<file path="config.mk">
export PLATFORM = sky130hd
export DESIGN_NAME = acorn128_decrypt_process
export DESIGN_NICKNAME = d
export VERILOG_FILES = /design/src/rtl/acorn128_pkg.sv /design/src/rtl/acorn128_step.sv /design/src/rtl/acorn128_decrypt_process.sv
export SDC_FILE = /design/constraint.sdc
export NUM_CORES = 1
export LEC_CHECK = 0
export BUFFER_PORTS_ARGS = -buffer_cell sky130_fd_sc_hd__buf_2
export CAP_MARGIN = 30
export CORE_AREA = 2 2 232 234
export DETAILED_ROUTE_END_ITERATION = 6
export DIE_AREA = 0 0 234 236
export PLACE_DENSITY = 0.81
export SLEW_MARGIN = 20
export SYNTH_ARGS = -nofsm -noshare
export SYNTH_HDL_FRONTEND = slang
export SYNTH_SLANG_ARGS = --single-unit
</file>
<file path="constraint.sdc">
create_clock -name clk -period 2.9 [get_ports clk]
set_clock_uncertainty 0.2 [all_clocks]
set_input_delay 0.29 -clock clk [delete_from_list [all_inputs] [get_ports clk]]
set_output_delay 0.29 -clock clk [all_outputs]
set_load 0.03 [all_outputs]
</file>
<file path="src/rtl/acorn128_pkg.sv">
// Shared constants, tap positions, boolean helpers and FSM encoding for the
// bit-serial ACORN-128 datapath blocks.
package acorn128_pkg;

    localparam int unsigned STATE_W     = 293;
    localparam int unsigned PAD_LEN     = 256;
    localparam int unsigned CA_PAD_LAST = 127;

    // LFSR feedbacks: S[DST] ^= S[A] ^ S[B], applied in order 0..5,
    // each one seeing the bits already updated by the previous ones.
    localparam int unsigned FB0_DST = 289, FB0_A = 235, FB0_B = 230;
    localparam int unsigned FB1_DST = 230, FB1_A = 196, FB1_B = 193;
    localparam int unsigned FB2_DST = 193, FB2_A = 160, FB2_B = 154;
    localparam int unsigned FB3_DST = 154, FB3_A = 111, FB3_B = 107;
    localparam int unsigned FB4_DST = 107, FB4_A = 66,  FB4_B = 61;
    localparam int unsigned FB5_DST = 61,  FB5_A = 23,  FB5_B = 0;

    // Keystream taps
    localparam int unsigned KS_L0 = 12,  KS_L1 = 154;
    localparam int unsigned KS_MX = 235, KS_MY = 61,  KS_MZ = 193;
    localparam int unsigned KS_CX = 230, KS_CY = 111, KS_CZ = 66;

    // Feedback-bit taps
    localparam int unsigned F_L0 = 0,   F_NL = 107;
    localparam int unsigned F_MX = 244, F_MY = 23, F_MZ = 160;
    localparam int unsigned F_CA = 196;

    function automatic logic maj(input logic x, input logic y, input logic z);
        return (x & y) ^ (x & z) ^ (y & z);
    endfunction

    function automatic logic ch(input logic x, input logic y, input logic z);
        return (x & y) ^ (~x & z);
    endfunction

    typedef enum logic [1:0] {IDLE, MSG, PAD, DONE} state_t;

endpackage

</file>
<file path="src/rtl/acorn128_step.sv">
// One ACORN-128 state update: in-place LFSR feedbacks, keystream bit,
// feedback bit and a one-position shift. Purely combinational.
module acorn128_step
    import acorn128_pkg::*;
(
    input  logic [STATE_W-1:0] i_s,
    input  logic               i_m,
    input  logic               i_ca,
    input  logic               i_cb,
    output logic [STATE_W-1:0] o_s_next,
    output logic               o_ks
);

    logic [STATE_W-1:0] w_t;
    logic               w_f;

    // Feedbacks and keystream; independent of i_m so callers may derive m from ks.
    always_comb begin
        w_t = i_s;
        w_t[FB0_DST] = w_t[FB0_DST] ^ w_t[FB0_A] ^ w_t[FB0_B];
        w_t[FB1_DST] = w_t[FB1_DST] ^ w_t[FB1_A] ^ w_t[FB1_B];
        w_t[FB2_DST] = w_t[FB2_DST] ^ w_t[FB2_A] ^ w_t[FB2_B];
        w_t[FB3_DST] = w_t[FB3_DST] ^ w_t[FB3_A] ^ w_t[FB3_B];
        w_t[FB4_DST] = w_t[FB4_DST] ^ w_t[FB4_A] ^ w_t[FB4_B];
        w_t[FB5_DST] = w_t[FB5_DST] ^ w_t[FB5_A] ^ w_t[FB5_B];
        o_ks = w_t[KS_L0] ^ w_t[KS_L1]
             ^ maj(w_t[KS_MX], w_t[KS_MY], w_t[KS_MZ])
             ^ ch(w_t[KS_CX], w_t[KS_CY], w_t[KS_CZ]);
    end

    // Feedback bit and shift into the top of the state.
    always_comb begin
        w_f = w_t[F_L0] ^ ~w_t[F_NL]
            ^ maj(w_t[F_MX], w_t[F_MY], w_t[F_MZ])
            ^ (i_ca & w_t[F_CA]) ^ (i_cb & o_ks) ^ i_m;
        o_s_next = {w_f, w_t[STATE_W-1:1]};
    end

endmodule

</file>
<file path="src/rtl/acorn128_decrypt_process.sv">
// Bit-serial ACORN-128 decryption stage: ciphertext handshake phase, fixed
// 256-step padding phase, then a one-cycle done with the final state.
module acorn128_decrypt_process
    import acorn128_pkg::*;
#(
    parameter int unsigned MSG_LEN = 128
) (
    input  logic               clk,
    input  logic               rst,
    input  logic               start,
    input  logic [STATE_W-1:0] state_in,
    input  logic               c_bit,
    input  logic               c_valid,
    output logic               c_ready,
    output logic               p_bit,
    output logic               p_valid,
    output logic               busy,
    output logic               done,
    output logic [STATE_W-1:0] state_out
);

    localparam int unsigned      CNT_W    = $clog2(PAD_LEN) + 1;
    localparam logic [CNT_W-1:0] MSG_LAST = CNT_W'(MSG_LEN - 1);
    localparam logic [CNT_W-1:0] PAD_LAST = CNT_W'(PAD_LEN - 1);
    localparam logic [CNT_W-1:0] CA_LAST  = CNT_W'(CA_PAD_LAST);

    state_t             r_state, w_state_d;
    logic [STATE_W-1:0] r_s, w_s_d, w_s_step;
    logic [STATE_W-1:0] r_state_out, w_state_out_d;
    logic [CNT_W-1:0]   r_cnt, w_cnt_d;
    logic               r_p_bit, w_p_bit_d;
    logic               r_p_valid, w_p_valid_d;
    logic               w_ks, w_p, w_m, w_ca;

    acorn128_step u_step (
        .i_s      (r_s),
        .i_m      (w_m),
        .i_ca     (w_ca),
        .i_cb     (1'b0),
        .o_s_next (w_s_step),
        .o_ks     (w_ks)
    );

    // Step controls per phase; kept apart from next-state logic so the m<-ks path has no loop.
    always_comb begin
        w_p  = c_bit ^ w_ks;
        w_m  = 1'b0;
        w_ca = 1'b0;
        case (r_state)
            MSG: begin
                w_m  = w_p;
                w_ca = 1'b1;
            end
            PAD: begin
                w_m  = (r_cnt == '0);
                w_ca = (r_cnt <= CA_LAST);
            end
            default: ;
        endcase
    end

    // Next-state and datapath decisions.
    always_comb begin
        w_state_d     = r_state;
        w_s_d         = r_s;
        w_cnt_d       = r_cnt;
        w_p_bit_d     = r_p_bit;
        w_p_valid_d   = 1'b0;
        w_state_out_d = r_state_out;
        case (r_state)
            IDLE, DONE: begin
                if (start) begin
                    w_s_d     = state_in;
                    w_cnt_d   = '0;
                    w_state_d = (MSG_LEN == 0) ? PAD : MSG;
                end else if (r_state == DONE) begin
                    w_state_d = IDLE;
                end
            end
            MSG: begin
                if (c_valid) begin
                    w_s_d       = w_s_step;
                    w_p_bit_d   = w_p;
                    w_p_valid_d = 1'b1;
                    if (r_cnt == MSG_LAST) begin
                        w_cnt_d   = '0;
                        w_state_d = PAD;
                    end else begin
                        w_cnt_d = r_cnt + 1'b1;
                    end
                end
            end
            PAD: begin
                w_s_d = w_s_step;
                if (r_cnt == PAD_LAST) begin
                    w_cnt_d       = '0;
                    w_state_d     = DONE;
                    w_state_out_d = w_s_step;
                end else begin
                    w_cnt_d = r_cnt + 1'b1;
                end
            end
            default: w_state_d = IDLE;
        endcase
    end

    // FSM state register.
    always_ff @(posedge clk or negedge rst) begin
        if (!rst) r_state <= IDLE;
        else      r_state <= w_state_d;
    end

    // Datapath registers: cipher state, counter, plaintext output, final state.
    always_ff @(posedge clk or negedge rst) begin
        if (!rst) begin
            r_s         <= '0;
            r_cnt       <= '0;
            r_p_bit     <= 1'b0;
            r_p_valid   <= 1'b0;
            r_state_out <= '0;
        end else begin
            r_s         <= w_s_d;
            r_cnt       <= w_cnt_d;
            r_p_bit     <= w_p_bit_d;
            r_p_valid   <= w_p_valid_d;
            r_state_out <= w_state_out_d;
        end
    end

    assign c_ready   = (r_state == MSG);
    assign busy      = (r_state == MSG) || (r_state == PAD);
    assign done      = (r_state == DONE);
    assign p_bit     = r_p_bit;
    assign p_valid   = r_p_valid;
    assign state_out = r_state_out;

endmodule

</file>
* Yosys cells after proc, flatten, opt, wreduce, memory -nomap -nowiden
Cells that the tools add are included.
Storage, ports and cells: register bits after elaboration 599, input bits 298, output and inout port bits 298, word-level logic and storage cells 80
Operators by class: $add $sub $neg 1, order comparisons 1, eq/ne operators 10, mux-type cells 18, bitwise gates (word level) 36, reduce and logical (&&, ||, !) cells 8
Operator list (number):
- $pmux 293 s3 | 1
- $mux 293 | 2
- $mux 9 | 4
- $pmux 9 s3 | 1
- $xor 1x1->1 | 25
- $mux 2 | 5
- $add 9x1->9 const B | 1
- $and 1x1->1 | 9
- $eq 9x7->1 const B | 1
- $eq 9x8->1 const B | 1
- $le 9x7->1 const B | 1
- $logic_not 9->1 | 1
- $ne 2x2->1 const B | 3
- $pmux 2 s3 | 1
- $reduce_and 2->1 | 3
- $eq 2x2->1 const B | 2
- $pmux 1 s2 | 2
- $reduce_and 4->1 | 1
- $ne 3x3->1 const B | 1
- $eq 2x1->1 const B | 1
- $logic_not 2->1 | 1
- $mux 1 | 2
- $ne 2x1->1 const B | 1
- $not 1->1 | 2
- 2 further kinds | 2

* Longest topological paths before layout
word-level depth 12, gate-level depth with buffers 11, gate-level depth less buffers 11

* By module
Synthesis repeated with hierarchy kept, for this count alone.
Unflattened totals: cell total of the unflattened synthesis 2309, area, all modules 27525.1 um^2
By module, submodules not included:
- acorn128_decrypt_process | times used 1, cells an instance 1997, area an instance 25101.6 um^2, sequential area each 14989.4 um^2
- acorn128_step | times used 1, cells an instance 312, area an instance 2423.6 um^2, sequential area each 0.0 um^2

* Worst setup path after synthesis
Ideal clock, no wire load.
kind register -> register, start point register r_s[23], end point register r_state_out[292], in the netlist state_out[292], library setup time 0.124 ns, data arrival time 2.212 ns, path slack 0.364 ns, stages on the path, launching flop included 8, cell sequence dfrtp_1 > clkbuf_1 > xor3_1 > maj3_1 > xnor3_1 > o211a_1 > o31a_2 > o31a_1
On the way: word-level cells in the longest chain between the ends 10, elaborated cells between the ends (all ways) 17
Ends and longest elaborated chain:
- start: declaration | RTL line acorn128_decrypt_process.sv:28 | logic [STATE_W-1:0] r_s, w_s_d, w_s_step;
- start signal: assignment | RTL line acorn128_decrypt_process.sv:122 | r_s <= w_s_d;
- $xor 1x1->1 (2 in a row) | RTL line acorn128_step.sv:25 | w_t[FB5_DST] = w_t[FB5_DST] ^ w_t[FB5_A] ^ w_t[FB5_B];
- $and 1x1->1 | RTL line acorn128_pkg.sv:29 | return (x & y) ^ (x & z) ^ (y & z);
- $xor 1x1->1 (2 in a row) | RTL line acorn128_pkg.sv:29
- $xor 1x1->1 | RTL line acorn128_step.sv:27 | ^ maj(w_t[KS_MX], w_t[KS_MY], w_t[KS_MZ])
- $xor 1x1->1 | RTL line acorn128_step.sv:28 | ^ ch(w_t[KS_CX], w_t[KS_CY], w_t[KS_CZ]);
- $xor 1x1->1 | RTL line acorn128_decrypt_process.sv:46 | w_p = c_bit ^ w_ks;
- $pmux 1 s2 | RTL line acorn128_decrypt_process.sv:49 | case (r_state)
- $xor 1x1->1 * | RTL line acorn128_step.sv:35 | ^ (i_ca & w_t[F_CA]) ^ (i_cb & o_ks) ^ i_m;
- end signal: assignment | RTL line acorn128_decrypt_process.sv:126 | r_state_out <= w_state_out_d;
- end: declaration | RTL line acorn128_decrypt_process.sv:29 | logic [STATE_W-1:0] r_state_out, w_state_out_d;
Every way passes the cells marked *; elsewhere a longest branch is shown, timed or not. A chain may end at the register's enable or synchronous reset.

* Worst setup path after layout
start point register r_s[230], end point register r_s[292]
On the way: word-level cells in the longest chain between the ends 11, elaborated cells between the ends (all ways) 12
Ends and longest elaborated chain:
- $xor 1x1->1 * (2 in a row) | RTL line acorn128_step.sv:21 | w_t[FB1_DST] = w_t[FB1_DST] ^ w_t[FB1_A] ^ w_t[FB1_B];
- $not 1->1 | RTL line acorn128_pkg.sv:33 | return (x & y) ^ (~x & z);
- $and 1x1->1 | RTL line acorn128_pkg.sv:33
- $xor 1x1->1 * | RTL line acorn128_pkg.sv:33
- $xor 1x1->1 * | RTL line acorn128_step.sv:28
- $xor 1x1->1 * | RTL line acorn128_decrypt_process.sv:46
- $pmux 1 s2 * | RTL line acorn128_decrypt_process.sv:49
- $xor 1x1->1 * | RTL line acorn128_step.sv:35
- $mux 293 | RTL line acorn128_decrypt_process.sv:81 | if (c_valid) begin
- $pmux 293 s3 * | RTL line acorn128_decrypt_process.sv:70 | case (r_state)
Every way passes the cells marked *; elsewhere a longest branch is shown, timed or not. The select of a mux whose other input is x is not followed.

==> metrics.cfg <==
[power]
worst_ir_drop_vdd_mv = 0.671
switching_share_pct = 37.8
cellPowerDensity_nw_per_um2 = 950
power.clock.fraction_pct = 24.5
static-leakage-power_nw = 18.2
pwr-share-seq_pct = 38.7
p_int_mw = 20.3
p_total_mw = 32.6
combinationalPowerShare_pct = 36.9
power_switching_mw = 12.3

[yosys]
synthesis.area_per_instance_um2 = 12.4
netlist_area_um2 = 25000
ys_types = 34
yosys_warnings = 0
synth.yosys.seq_area_share_pct = 59.9
synth-seq-cells = 599
mapped_cells = 2023
postSynthNetCount = 2328

[floorplan]
dieArea_um2 = 55200
dieHeight_um = 236
rows = 85
initial_utilization_pct = 47.2
boundaryPins = 596
die_w_um = 234
fp.coreArea_um2 = 53100

[layout]
layout.core_utilization_pct = 64.6
post_route_cells_drive_above_1_share_pct = 35.7
footprint_of_the_multi_input_gates_um2 = 9540
most_common_cell_after_layout_fill_and_taps_aside = dfrtp_1
fill_cells = 3572
final-seq-area_um2 = 15000
layout.cells.most_common_list = dfrtp_1, buf_2, nand2_1, o21ai_0, dlygate4sd3_1
syn2layout_area_growth_pct = 36.9
final_net_count = 3214

[run]
number_of_max_cap_violations = 0

[critical_path]
start_kind = flop
timing.reg2reg.setup_slack_ns = 0.27
timing.critical_path.to_type = flop
worstPathRequired_ns = 3.24
rr_worst_depth = 6
critPathMaxFanout = 4
ff_to_ff_start = r_s[230]
criticalPathCategory = flop to flop
worst_r2r_endpoint = r_s[292]
arrival_ns = 2.97

[clock_network]
tritoncts.num_buffers = 59
clk_latency_worst_skew_pair_ns = 0.62
cts_root_buf = clkbuf_16
clock_tree.buffer_depth = 3
cts.sink_count = 599
worst_setup_hold_path_clk_slew_ns = 0.06
cts_tree = yes
h-tree-depth = 2
post_cts_resize_count = 0

[routing]
vias = 20157
remaining_drc_errors = 0
post_drt_via_cell_ratio = 5.51
routedWlPerCell_um = 22.2
first_iter_violations = 1137
totalWireLength_mm = 81.1
detail-route-antenna-nets = 0
drt_pass1_iterations = 5

[sta]
fin_setup_tns_ns = 0
timing.final.setup_violations = 0
final_max_slew_viol_count = 0
post-route-min-period_ns = 2.63
relSlewSlack_pct = 38.3
worst_pin_slew_ns = 0.926
fin_ws_ns = 0.269
maximum_operating_frequency_mhz = 380
final.period_utilization_pct = 90.7
rsz0062_at_grt = no
timing.final.hold_violations = 0

[grt]
antenna_found_initial = 9
grtUsageTotal_pct = 29.0
largest_net_degree_at_the_start_of_global_routing = 138
global_route_wire_length_before_repair_mm = 124
grt_pass1_vias = 21753
grt_overflow_total = 0

[placed_design]
pre_cts_ws_ns = 0.267
detailed_place_hpwl_mm = 49.4
port_buffers = 595
place_congestion = 0.875

[min_path]
worst_hold_path.num_cells = 3
hold_path.class = input port to flop
min_to = r_s[53]
timing.hold.worst.start = state_in[53]

[status]
run_status = completed

kinds of logic after synthesis:
logic type                 after synthesis  share of synthesized area, %
DFF                                    599                          59.9
muxes                                  574                          24.4
and+or+nand+nor                        352                          5.49
AOI/OAI and AO/OA                      324                          6.59
buffers and inverters                  143                          2.14
xor gates and xnor gates                22                          1.09
adders and majority gates                9                         0.430
how the worst max path moves through the flow:
| stage | slack [ns] | end | cells after the start | startpoint |
|---|---|---|---|---|
| global route | 0.15 | state_out[292] | 6 | r_s[230] |
| CTS | 0.25 | r_s[292] | 6 | r_s[230] |
| detailed placement | 0.27 | r_s[292] | 6 | r_s[230] |
| floorplan | 0.36 | state_out[292] | 7 | r_s[23] |
| finish | 0.27 | r_s[292] | 6 | r_s[230] |
| global placement | 0.29 | r_s[292] | 8 | r_cnt[0] |
sequential cells by signal, summed over array words and instances, names as in the netlist:
register and flops:
p_bit 1, state_out 293, r_cnt 9, p_valid 1, r_state 2, r_s 293
layout make-up:
class,count,area share [%]
antenna,6,0.0438
multi-input combinational,1281,27.8
tap,696,2.54
sequential,599,43.7
inverter,9,0.0986
timing repair buffer,959,19.8
clock buffer,87,5.24
clock inverter,22,0.675
power by group through the flow:
stage          sequential [mW]  combinational [mW]  clock (mW)
2_1_floorplan             11.8                8.20           0
4_1_cts                   12.4                11.7        8.00
6_report                  12.6                12.0        7.97
5_1_grt                   12.8                13.1        8.41
3_5_place_dp              12.5                11.3           0
3_3_place_gp              12.3                10.8           0
worst max-delay path: stages, from the launching register on:
cell,delay (ns)
dfrtp_1,0.41
xnor3_1,0.42
mux2i_1,0.21
xnor3_1,0.45
o211a_1,0.27
or4b_1,0.51
nand3_1,0.10
routing by layer:
layer  GRT usage [%]  vias to the layer above  share of wire (%)
met4            17.7                        2                6.9
li1                -                     8797                  -
met1            32.7                    10065                 37
met3            7.57                      325                7.8
met5               0                        -              0.016
met2            48.8                      968                 49
cell usage after synthesis:
cell	number	area [um^2]
mux2_2	286	3220
nand3_1	3	15.0
a31oi_1	2	12.5
xor3_1	2	47.6
o31a_2	1	10.0
mux2i_1	288	2880
xnor2_1	10	87.6
a21oi_1	8	40.0
xnor2_2	1	16.3
and3_1	3	18.8
nor2b_1	2	12.5
nand2_1	311	1170
o31a_1	1	8.76
nand4_1	2	12.5
xnor3_2	1	23.8
o21ai_0	307	1540
nor3_1	4	20.0
ha_1	7	87.6
o41ai_1	2	17.5
o211a_1	1	10.0
and2_1	2	12.5
xnor3_1	2	45.0
xor2_1	6	52.6
nand2b_1	3	18.8
maj3_1	2	20.0
or4b_1	1	10.0
buf_1	10	37.5
o211ai_1	2	15.0
nor2_1	19	71.3
nor4_1	1	6.26
clkbuf_1	124	465
inv_1	9	33.8
or4b_2	1	10.0
dfrtp_1	599	15000
through the flow:
stage	std cells	hold WS, ns	cell area (um^2)
finish	3659	0.0518	34300
floorplan	2023	-0.206	25000
global placement	3249	0.209	29300
global route	3659	0.0372	34300
CTS	3653	0.0102	34300
detailed placement	3249	0.220	29300
repair_timing:
item,CTS,global route
hold buffers,295,0
hold endpoints to repair,364,0
buffers inserted,0,0
Power figures use the tool's default switching activity.
